File: src/rtl/rf_pkg.sv
// Shared constants and types for the register-file write-back scheduler.
package rf_pkg;

  localparam int unsigned NREG = 32;
  localparam int unsigned AW   = 5;
  localparam int unsigned DW   = 32;

  // Starvation counter width; saturates at its all-ones value.
  localparam int unsigned CntW = 4;
  localparam logic [CntW-1:0] StarveMax = {CntW{1'b1}};

  typedef logic [AW-1:0] reg_idx_t;
  typedef logic [DW-1:0] word_t;

endpackage

File: src/rtl/rf_scoreboard.sv
// Pending-write scoreboard: one bit per architectural register, set at issue,
// cleared at commit. Register 0 never holds a pending write.
module rf_scoreboard
  import rf_pkg::*;
(
  input  logic          clk,
  input  logic          rst,
  input  logic          set_en,
  input  logic [AW-1:0] set_idx,
  input  logic          clr_en,
  input  logic [AW-1:0] clr_idx,
  input  logic [AW-1:0] rs1_idx,
  input  logic [AW-1:0] rs2_idx,
  input  logic [AW-1:0] rd_idx,
  output logic          rs1_busy,
  output logic          rs2_busy,
  output logic          rd_busy
);

  logic [NREG-1:0] sb_q;
  logic [NREG-1:0] sb_d;

  // Next state: clear first so a same-cycle set for a new producer wins.
  always_comb begin
    sb_d = sb_q;
    if (clr_en) begin
      sb_d[clr_idx] = 1'b0;
    end
    if (set_en) begin
      sb_d[set_idx] = 1'b1;
    end
    sb_d[0] = 1'b0;
  end

  // Scoreboard state, cleared asynchronously.
  always_ff @(posedge clk or negedge rst) begin
    if (!rst) begin
      sb_q <= '0;
    end else begin
      sb_q <= sb_d;
    end
  end

  // Raw lookups; forwarding adjustments are made by the caller.
  always_comb begin
    rs1_busy = sb_q[rs1_idx];
    rs2_busy = sb_q[rs2_idx];
    rd_busy  = sb_q[rd_idx];
  end

endmodule

File: src/rtl/rf_wb_scheduler.sv
// Arbitrates the single reg-file write port between the ALU (A) and the
// LSU/MDU (B), registers the write, and generates issue hazards/forwarding.
module rf_wb_scheduler
  import rf_pkg::*;
#(
  parameter int unsigned STARVE_LIMIT = 4
) (
  input  logic          clk,
  input  logic          rst,
  input  logic          iss_valid,
  input  logic [AW-1:0] iss_rs1,
  input  logic [AW-1:0] iss_rs2,
  input  logic [AW-1:0] iss_rd,
  input  logic          iss_wr,
  output logic          iss_ready,
  output logic          rs1_fwd,
  output logic          rs2_fwd,
  input  logic          a_valid,
  input  logic [AW-1:0] a_rd,
  input  logic [DW-1:0] a_data,
  output logic          a_ready,
  input  logic          b_valid,
  input  logic [AW-1:0] b_rd,
  input  logic [DW-1:0] b_data,
  output logic          b_ready,
  output logic          wb_we,
  output logic [AW-1:0] wb_rd,
  output logic [DW-1:0] wb_data
);

  localparam logic [CntW-1:0] Limit = CntW'(STARVE_LIMIT);

  logic [CntW-1:0] starve_q;
  logic [CntW-1:0] starve_d;
  logic            grant_a;
  logic            grant_b;
  logic            accept;
  reg_idx_t        acc_rd;
  word_t           acc_data;
  logic            sb_rs1;
  logic            sb_rs2;
  logic            sb_rd;
  logic            hit1;
  logic            hit2;
  logic            busy1;
  logic            busy2;
  logic            waw;
  logic            iss_ok;
  logic            iss_fire;

  // Arbitration: A has priority unless B has lost too many cycles in a row.
  always_comb begin
    grant_a  = a_valid & (~b_valid | (starve_q < Limit));
    grant_b  = b_valid & ~grant_a;
    accept   = grant_a | grant_b;
    acc_rd   = grant_a ? a_rd : b_rd;
    acc_data = grant_a ? a_data : b_data;
    starve_d = '0;
    if (b_valid && !grant_b) begin
      starve_d = (starve_q == StarveMax) ? StarveMax : starve_q + 1'b1;
    end
  end

  // Starvation counter and registered write port.
  always_ff @(posedge clk or negedge rst) begin
    if (!rst) begin
      starve_q <= '0;
      wb_we    <= 1'b0;
      wb_rd    <= '0;
      wb_data  <= '0;
    end else begin
      starve_q <= starve_d;
      wb_we    <= accept & (acc_rd != '0);
      if (accept) begin
        wb_rd   <= acc_rd;
        wb_data <= acc_data;
      end
    end
  end

  // Hazards: a committing write to a source resolves it by forwarding, but a
  // pending write to rd is never overtaken, even in its commit cycle.
  always_comb begin
    hit1     = wb_we & (wb_rd == iss_rs1) & (iss_rs1 != '0);
    hit2     = wb_we & (wb_rd == iss_rs2) & (iss_rs2 != '0);
    busy1    = sb_rs1 & ~hit1;
    busy2    = sb_rs2 & ~hit2;
    waw      = iss_wr & sb_rd & (iss_rd != '0);
    iss_ok   = ~(busy1 | busy2 | waw);
    iss_fire = iss_valid & iss_ok & rst & iss_wr & (iss_rd != '0);
  end

  // Handshake outputs are held low while reset is asserted.
  always_comb begin
    a_ready   = rst & grant_a;
    b_ready   = rst & grant_b;
    iss_ready = rst & iss_ok;
    rs1_fwd   = rst & hit1;
    rs2_fwd   = rst & hit2;
  end

  rf_scoreboard u_sb (
    .clk      (clk),
    .rst      (rst),
    .set_en   (iss_fire),
    .set_idx  (iss_rd),
    .clr_en   (wb_we),
    .clr_idx  (wb_rd),
    .rs1_idx  (iss_rs1),
    .rs2_idx  (iss_rs2),
    .rd_idx   (iss_rd),
    .rs1_busy (sb_rs1),
    .rs2_busy (sb_rs2),
    .rd_busy  (sb_rd)
  );

endmodule

File: config.mk
export PLATFORM = sky130hd
export DESIGN_NAME = rf_wb_scheduler
export DESIGN_NICKNAME = d
export VERILOG_FILES = /design/src/rtl/rf_pkg.sv /design/src/rtl/rf_scoreboard.sv /design/src/rtl/rf_wb_scheduler.sv
export SDC_FILE = /design/constraint.sdc
export NUM_CORES = 1
export LEC_CHECK = 0
export BUFFER_PORTS_ARGS = -buffer_cell sky130_fd_sc_hd__buf_2
export CAP_MARGIN = 20
export CORE_UTILIZATION = 45
export DETAILED_ROUTE_END_ITERATION = 8
export PLACE_DENSITY = 0.71
export RECOVER_POWER = 25
export SLEW_MARGIN = 20
export SYNTH_ARGS = -nofsm -noshare
export SYNTH_HDL_FRONTEND = slang
export SYNTH_SLANG_ARGS = --single-unit
export TNS_END_PERCENT = 30
File: constraint.sdc
create_clock -name clk -period 4.8 [get_ports clk]
set_input_delay 0.96 -clock clk [delete_from_list [all_inputs] [get_ports clk]]
set_output_delay 0.96 -clock clk [all_outputs]
set_load 0.01 [all_outputs]
==> flow_metrics.tcl, run 1 <==
set metrics [dict create \
    number_of_antenna_violations_at_the_first_check_in_global_routing 0 \
    tritoncts "done" \
    setup_repair_after_global_routing_missed_its_margin "false" \
    detailedRoute.firstPassIterationCount 7 \
    growth_of_design_area_from_synthesis_to_finish_pct 19.44 \
    period_share_pct 84.35 \
    post_route_cells_drive_above_1_share_pct 39.76 \
    worst_hold_slack_ns 0.4427 \
    final_max_slew_viol_count 36 \
    timing.critical_path.slowest_stage_cell "clkbuf_1" \
    critPathRequiredTime_ns 3.84 \
    f_max_mhz 247.0 \
    postRouteAntennaNets 0 \
    postSynthRegisterBits 73 \
    crit_chain "clkbuf_1, clkbuf_1, and3_1, buf_2" \
    violated_checks "max-capacitance violations, max-slew violations" \
    netlist_area_sq_um 4588 \
    maxSlewHeadroom_pct -25.63 \
    final.setup.tns_ns 0 \
    hold_class "flop to flop" \
    gp_routability_congestion 0.9315 \
    min_period_ns 4.049 \
    fin_cells 714 \
    syn_avg_cell_area_sq_um 10.06 \
    cts_hold_repair.buffers 0 \
    skew_ns 0.008407 \
    tightest_slew_ns 1.885 \
    insertedDiodeCount 0 \
    cp-end-kind "primary output" \
    synthesis.yosys.warnings 0 \
    port_buffers 137 \
    first_pass_grt_wire_length_mm 20.03 \
    grt_max_degree 45 \
    post-layout-total-power_mw 2.073 \
    setup_slack_ns 0.7512 \
    final_net_count 672 \
    p_int_mw 1.282 \
    critical_path.top_delay_family "buffers and inverters" \
    synth_enable_flop_cells 0 \
    status "complete, but fails checks" \
    worst_path_largest_cell_delay_ns 1.40 \
    pre_cts_slack_ns 0.8308 \
    p_comb_share_pct 32.8 \
    switching_share_pct 38.15 \
    mappedNetlistNets 552 \
    route.detailed.drc 0 \
    core_outline_area_sq_um 9819 \
    placed_cell_area_sq_um 5320 \
    share_clk_of_total_power_pct 20.8 \
    crit_top_cell "clkbuf_1" \
    clock-sinks 73 \
    floorplan.initialDensity_pct 46.73 \
    critical_path_arrival_ns 3.09 \
    switch_pwr_mw 0.7910 \
    worst-setup-path-type "input port to primary output" \
    synth.lib_cells_used.distinct 44 \
    cts-resized-gates 0 \
    ctsLongestPathBuffers 2 \
    worstSkewPairLatency_ns 0.37 \
    maximum_capacitance_violations 1 \
    htree_num_levels 3 \
    detail_route.iter0.violations 288 \
    clk_pin_slew_ns 0.08 \
    groute.usage.overall_pct 25.12 \
    detail_route.wirelength_mm 13.45 \
    setup_viol 0 \
    irDropWorstVdd_mv 0.1444 \
    setup_buffers_after_cts 0 \
    dieWidth_um 103.0 \
    floorplan.io_pins 138 \
    register_share_of_total_power_pct 46.4 \
    timing.critical_path.buf_inv 3 \
    share_of_flip_flops_with_an_asynchronous_set_or_reset_pct 100.0 \
    placementRows 36 \
    num_vias 4250 \
    grt_pass1_vias 3900 \
    seq_total_area_yosys_pct 39.81 \
    synth_ff_type "dfrtp_1" \
    power-per-cell-area_nw_per_um2 378.3 \
    cts_made_buffers 9 \
    floorplan_die_area_sq_um 10600 \
    setup.worst_path.start_class "input port" \
    clock-root-buffer "clkbuf_8" \
    routed_via_density 5.952 \
    route.detailed.wl_per_inst_um 18.84 \
    globalRouteOverflowTotal 0 \
    die_height_um 103.0 \
    dp.cells 698 \
    layout.filler_cells 891 \
    utilization_pct 55.81 \
    leakagePower_nw 2.453 \
    area_of_all_placed_cells_without_fillers_sq_um 5480 \
    timing.final.hold_violations 0 \
    syn-instance-count 456 \
    cp_max_fo 35 \
    hpwl_mm 9.698 \
]
[cells by family after synthesis]
kind of cell	share of synthesized area (%)
simple gates	19.23
fa+ha+maj	0.2727
compound gates	21.30
xor+xnor	1.527
flops	39.81
buf+inv	4.472
mux	13.31
other cells	0.08173
[final cells by class]
type | instances | area, sq um | share of cell area [%]
tap | 133 | 166.4 | 3.037
multi-input combinational | 347 | 2582 | 47.12
inverter | 1 | 3.754 | 0.06849
sequential | 73 | 1827 | 33.33
clock buffer | 9 | 123.9 | 2.260
clock inverter | 7 | 45.04 | 0.8219
timing repair buffer | 144 | 732.0 | 13.36
[power by group through the flow]
stage | clock network, mW | logic [mW] | registers (mW)
3_3_place_gp | 0 | 0.655 | 0.957
2_1_floorplan | 0 | 0.504 | 0.886
3_5_place_dp | 0 | 0.678 | 0.961
4_1_cts | 0.439 | 0.680 | 0.948
6_report | 0.432 | 0.679 | 0.962
5_1_grt | 0.464 | 0.745 | 0.973
[flip-flops by register name, indices dropped and copies added (netlist names)]
name / flops
wb_data: 32
u_sb.sb_q: 31
wb_rd: 5
starve_q: 4
wb_we: 1
[worst reg2reg max path: cells and delay by family, from the launching register on]
| kind | cells | cell delay (ns) |
|---|---|---|
| simple gates | 2 | 0.50 |
| flops | 1 | 0.69 |
| buf+inv | 1 | 0.29 |
| compound gates | 4 | 1.05 |
[path summary, 6_finish.rpt]
kind / depth (start not counted) / start / slack (ns) / end
min in group asynchronous: 2 / rst / 0.92 / u_sb.sb_q[8]$_DFF_PN0_
min: 1 / starve_q[0]$_DFF_PN0_ / 0.44 / starve_q[0]$_DFF_PN0_
min reg2reg: 1 / starve_q[0]$_DFF_PN0_ / 0.44 / starve_q[0]$_DFF_PN0_
max in group asynchronous: 2 / rst / 2.30 / wb_rd[4]$_DFFE_PN0P_
max: 4 / rst / 0.75 / a_ready
max reg2reg: 7 / wb_rd[2]$_DFFE_PN0P_ / 2.16 / u_sb.sb_q[1]$_DFF_PN0_
[metal layers]
layer | wire [um] | part of all wire [%] | up-vias | track usage, %
li1 | - | - | 1954 | -
met1 | 5683 | 42 | 2106 | 34.30
met2 | 6635 | 49 | 167 | 39.23
met3 | 873 | 6.5 | 23 | 4.339
met4 | 259 | 1.9 | 0 | 11.16
met5 | 0 | 0 | - | 0
[synthesized netlist by cell type, types with 2 or more instances]
cell type | number | area share, %
a211oi_1 | 2 | 0.33
a221oi_1 | 2 | 0.38
a22oi_1 | 33 | 5.4
a311oi_1 | 3 | 0.57
and2_1 | 4 | 0.55
and2b_2 | 2 | 0.38
and3_1 | 2 | 0.27
buf_2 | 4 | 0.44
buf_6 | 6 | 1.5
clkbuf_1 | 23 | 1.9
clkbuf_8 | 2 | 0.60
dfrtp_1 | 73 | 40
mux2_2 | 4 | 0.98
mux2i_1 | 28 | 6.1
mux4_1 | 4 | 2.3
mux4_2 | 8 | 3.9
nand2_1 | 80 | 6.5
nand3_1 | 6 | 0.65
nand3b_1 | 12 | 2.0
nor2_1 | 11 | 0.90
nor2b_1 | 3 | 0.41
nor3_1 | 5 | 0.55
nor4_1 | 5 | 0.68
o21ai_0 | 38 | 4.1
o22ai_1 | 4 | 0.55
o31ai_1 | 4 | 0.65
o31ai_2 | 29 | 7.9
or3_1 | 13 | 1.8
or3_2 | 21 | 3.4
or3b_2 | 5 | 0.95
xnor2_1 | 5 | 0.95
xor2_1 | 3 | 0.57
[layout by cell type (no fill, tap or decap), drive strengths merged, types with 11 or more instances in the layout]
master | synthesis | final
dfrtp | 73 | 73
nand2 | 80 | 80
a22oi | 33 | 33
buf | 10 | 141
nand3b | 12 | 12
mux4 | 12 | 12
o21ai | 39 | 39
mux2i | 28 | 28
clkbuf | 25 | 12
or3 | 34 | 34
o31ai | 33 | 33
nor2 | 11 | 11
Power figures use the tool's default switching activity.
==> run 2: changes to the inputs <==
--- a/config.mk
+++ b/config.mk
@@ -5,11 +5,12 @@
 export SDC_FILE = /design/constraint.sdc
 export NUM_CORES = 1
 export LEC_CHECK = 0
+export ABC_AREA = 1
 export BUFFER_PORTS_ARGS = -buffer_cell sky130_fd_sc_hd__buf_2
 export CAP_MARGIN = 20
 export CORE_UTILIZATION = 45
 export DETAILED_ROUTE_END_ITERATION = 8
-export PLACE_DENSITY = 0.71
+export PLACE_DENSITY = 0.74
 export RECOVER_POWER = 25
 export SLEW_MARGIN = 20
 export SYNTH_ARGS = -nofsm -noshare
==> constraint.sdc (replaced) <==
create_clock -name clk -period 3.69 [get_ports clk]
set_input_delay 0.738 -clock clk [delete_from_list [all_inputs] [get_ports clk]]
set_output_delay 0.738 -clock clk [all_outputs]
set_load 0.01 [all_outputs]
==> flow_metrics.tcl, run 2 <==
set metrics [dict create \
    status "complete, but fails checks" \
    violated_checks "max-capacitance violations, max-slew violations" \
    holdPathStages 1 \
    floorplan.io_pins 138 \
    synth_ff_type "dfrtp_1" \
    detail_route.wirelength_mm 15.39 \
    min_delay_worst_endpoint "starve_q[0]$_DFF_PN0_" \
    globalRouteOverflowTotal 0 \
    postSynthRegisterBits 73 \
    synth.top_cells.by_count "nand2_1, nor2_1, dfrtp_1, o21ai_0, inv_1" \
    irDropWorstVdd_mv 0.2188 \
    ctsLongestPathBuffers 2 \
    post_route_cells_drive_above_1_share_pct 21.10 \
    route.met2.wl_mm 7.096 \
    top_register "wb_data" \
    power-per-cell-area_nw_per_um2 477.6 \
    die_height_um 104.5 \
    routed_via_density 5.584 \
    worst-setup-path-type "input port to primary output" \
    layout.cells.most_common "nand2_1" \
    detailedRoute.firstPassIterationCount 6 \
    cts-resized-gates 0 \
    wirelength_met1_mm 6.382 \
    route.detailed.wl_per_inst_um 16.18 \
    maximum_capacitance_violations 1 \
    detail_route.iter0.violations 550 \
    register_share_of_total_power_pct 46.4 \
    final_max_slew_viol_count 62 \
    maxSlewHeadroom_pct -1.174 \
    placementRows 37 \
    timing.final.hold_violations 0 \
    route.detailed.drc 0 \
    switching_share_pct 40.79 \
    min_period_ns 3.483 \
    largest_register_ffs 32 \
    skew_ns 0.01460 \
    number_of_antenna_violations_at_the_first_check_in_global_routing 0 \
    final_net_count 906 \
    utilization_pct 54.60 \
    postRouteAntennaNets 0 \
    top_layer_used "met4" \
    core_outline_area_sq_um 10280 \
    footprint_of_the_multi_input_gates_sq_um 2495 \
    growth_of_design_area_from_synthesis_to_finish_pct 18.62 \
    final_cell_mix "nand2_1, buf_2, nor2_1, dfrtp_1, o21ai_0" \
    crit-reg2reg-launch "wb_rd[2]$_DFFE_PN0P_" \
    grt_max_degree 76 \
    insertedDiodeCount 0 \
    worst_hold_slack_ns 0.4604 \
    post-synth-top-count-cell "nand2_1" \
    netlist_area_sq_um 4731 \
    seq_total_area_yosys_pct 38.61 \
    synth.area.top_cells "dfrtp_1, nand2_1, nor2_1" \
    cp_max_fo 23 \
    synth_enable_flop_cells 0 \
    period_share_pct 94.38 \
    worst-r2r-cell-count 10 \
    dieWidth_um 104.5 \
    tritoncts "done" \
    synth.lib_cells_used.distinct 35 \
    mappedNetlistNets 789 \
    worstSkewPairLatency_ns 0.36 \
    first_pass_grt_wire_length_mm 24.65 \
    num_vias 5310 \
    switch_pwr_mw 1.093 \
    floorplan.initialDensity_pct 46.03 \
    share_of_flip_flops_with_an_asynchronous_set_or_reset_pct 100.0 \
    clock-sinks 73 \
    groute.usage.overall_pct 28.56 \
    post-layout-total-power_mw 2.680 \
    clock-root-buffer "clkbuf_8" \
    leakagePower_nw 2.824 \
    clk_pin_slew_ns 0.09 \
    floorplan_die_area_sq_um 10930 \
    f_max_mhz 287.1 \
    grt_pass1_vias 5019 \
    hold_class "flop to flop" \
    setup_buffers_after_cts 0 \
    layout.filler_cells 1045 \
    port_buffers 137 \
    tightest_slew_ns 1.518 \
    post-synth-top-area-fraction_pct 38.61 \
    syn-instance-count 693 \
    p_int_mw 1.587 \
    final.setup.tns_ns 0 \
    setup_repair_after_global_routing_missed_its_margin "false" \
    gp_routability_congestion 0.9412 \
    critical_path_arrival_ns 2.74 \
    ff_latch_area_sq_um 1827 \
    wl_met3_mm 1.297 \
    r2r_slack_ns 1.29 \
    cp-end-kind "primary output" \
    share_clk_of_total_power_pct 22.7 \
    htree_num_levels 3 \
    setup.worst_path.start_class "input port" \
    reg2reg_to "u_sb.sb_q[10]$_DFF_PN0_" \
    reg_top3 "wb_data: 32 flops, u_sb.sb_q: 31 flops, wb_rd: 5 flops" \
    worst_hold_startpoint "starve_q[0]$_DFF_PN0_" \
    p_comb_share_pct 30.9 \
    hpwl_mm 10.97 \
    synth_area_leader_cell "dfrtp_1" \
    synthesis.yosys.warnings 0 \
    setup_viol 0 \
    cts_made_buffers 9 \
    critPathRequiredTime_ns 2.95 \
    syn_avg_cell_area_sq_um 6.827 \
]
[run 2: changes by cell type after synthesis, sizes merged, moves of 33 or more]
cell	previous run	this run
nor2	11	119
or3	34	0
a22oi	33	0
inv	1	52
nand3	6	47
nand2	80	190
[run 2: worst max-delay path: stages]
cell     delay (ns)
buf_2          0.32
inv_1          0.26
o21ai_0        0.22
nand2_1        0.07
nand3_1        0.08
nand2_1        0.05
nor2_1         0.08
nor2_1         0.05
nor2_1         0.38
nor2_4         0.18
and2_1         0.18
buf_2          0.13
[run 2: worst max path at each step]
stage                     startpoint   endpoint  cells after the start  slack [ns]
after detailed placement  iss_rs2[0]  iss_ready                     13        0.16
after global placement    iss_rs2[0]  iss_ready                     11        0.28
after CTS                 iss_rs2[0]  iss_ready                     13        0.15
final                     iss_rs2[0]  iss_ready                     12        0.21
after global routing      iss_rs2[0]  iss_ready                     12        0.02
after floorplan            iss_rd[0]  iss_ready                     14        1.08
[run 2: timing repair]
action	4_1_cts	5_1_grt
hold buffers	0	0
hold endpoints to repair	0	0
endpoints found under the setup margin	0	1
[run 2: area by class of cell]
cell class                      count  area share [%]
Clock buffer                       11           2.698
Clock inverter                      5          0.6689
Inverter                           53           3.634
Multi-Input combinational cell    530           44.46
Sequential cell                    73           32.55
Tap cell                          136           3.032
Timing Repair Buffer              143           12.95
[run 2: layer usage]
layer | GRT usage [%] | vias to the layer above
li1 | - | 2532
met5 | 0 | -
met1 | 37.70 | 2444
met3 | 4.242 | 50
met2 | 45.46 | 284
met4 | 14.69 | 0
[run 2: cell families after synthesis]
family,count (synthesis),synth area share (%)
mux,5,1.058
buf+inv,91,8.939
xor+xnor,3,0.5555
fa+ha+maj,1,0.2644
flops,73,38.61
other cells,1,0.07927
compound gates,118,14.65
simple gates,401,35.84
[run 2: through the flow]
stage                     cell area [sq um]  setup slack, ns  instances
final                                  5612           0.2074        951
after global routing                   5612          0.02104        951
after CTS                              5612           0.1505        950
after detailed placement               5423           0.1610        934
after global placement                 5423           0.2770        934
after floorplan                        4731            1.077        693
[run 2: power by group through the flow]
stage	logic [mW]	clock network, mW	registers [mW]
5_1_grt	0.932	0.651	1.26
2_1_floorplan	0.552	0	1.16
3_5_place_dp	0.806	0	1.24
3_3_place_gp	0.791	0	1.24
4_1_cts	0.812	0.611	1.23
6_report	0.828	0.608	1.24
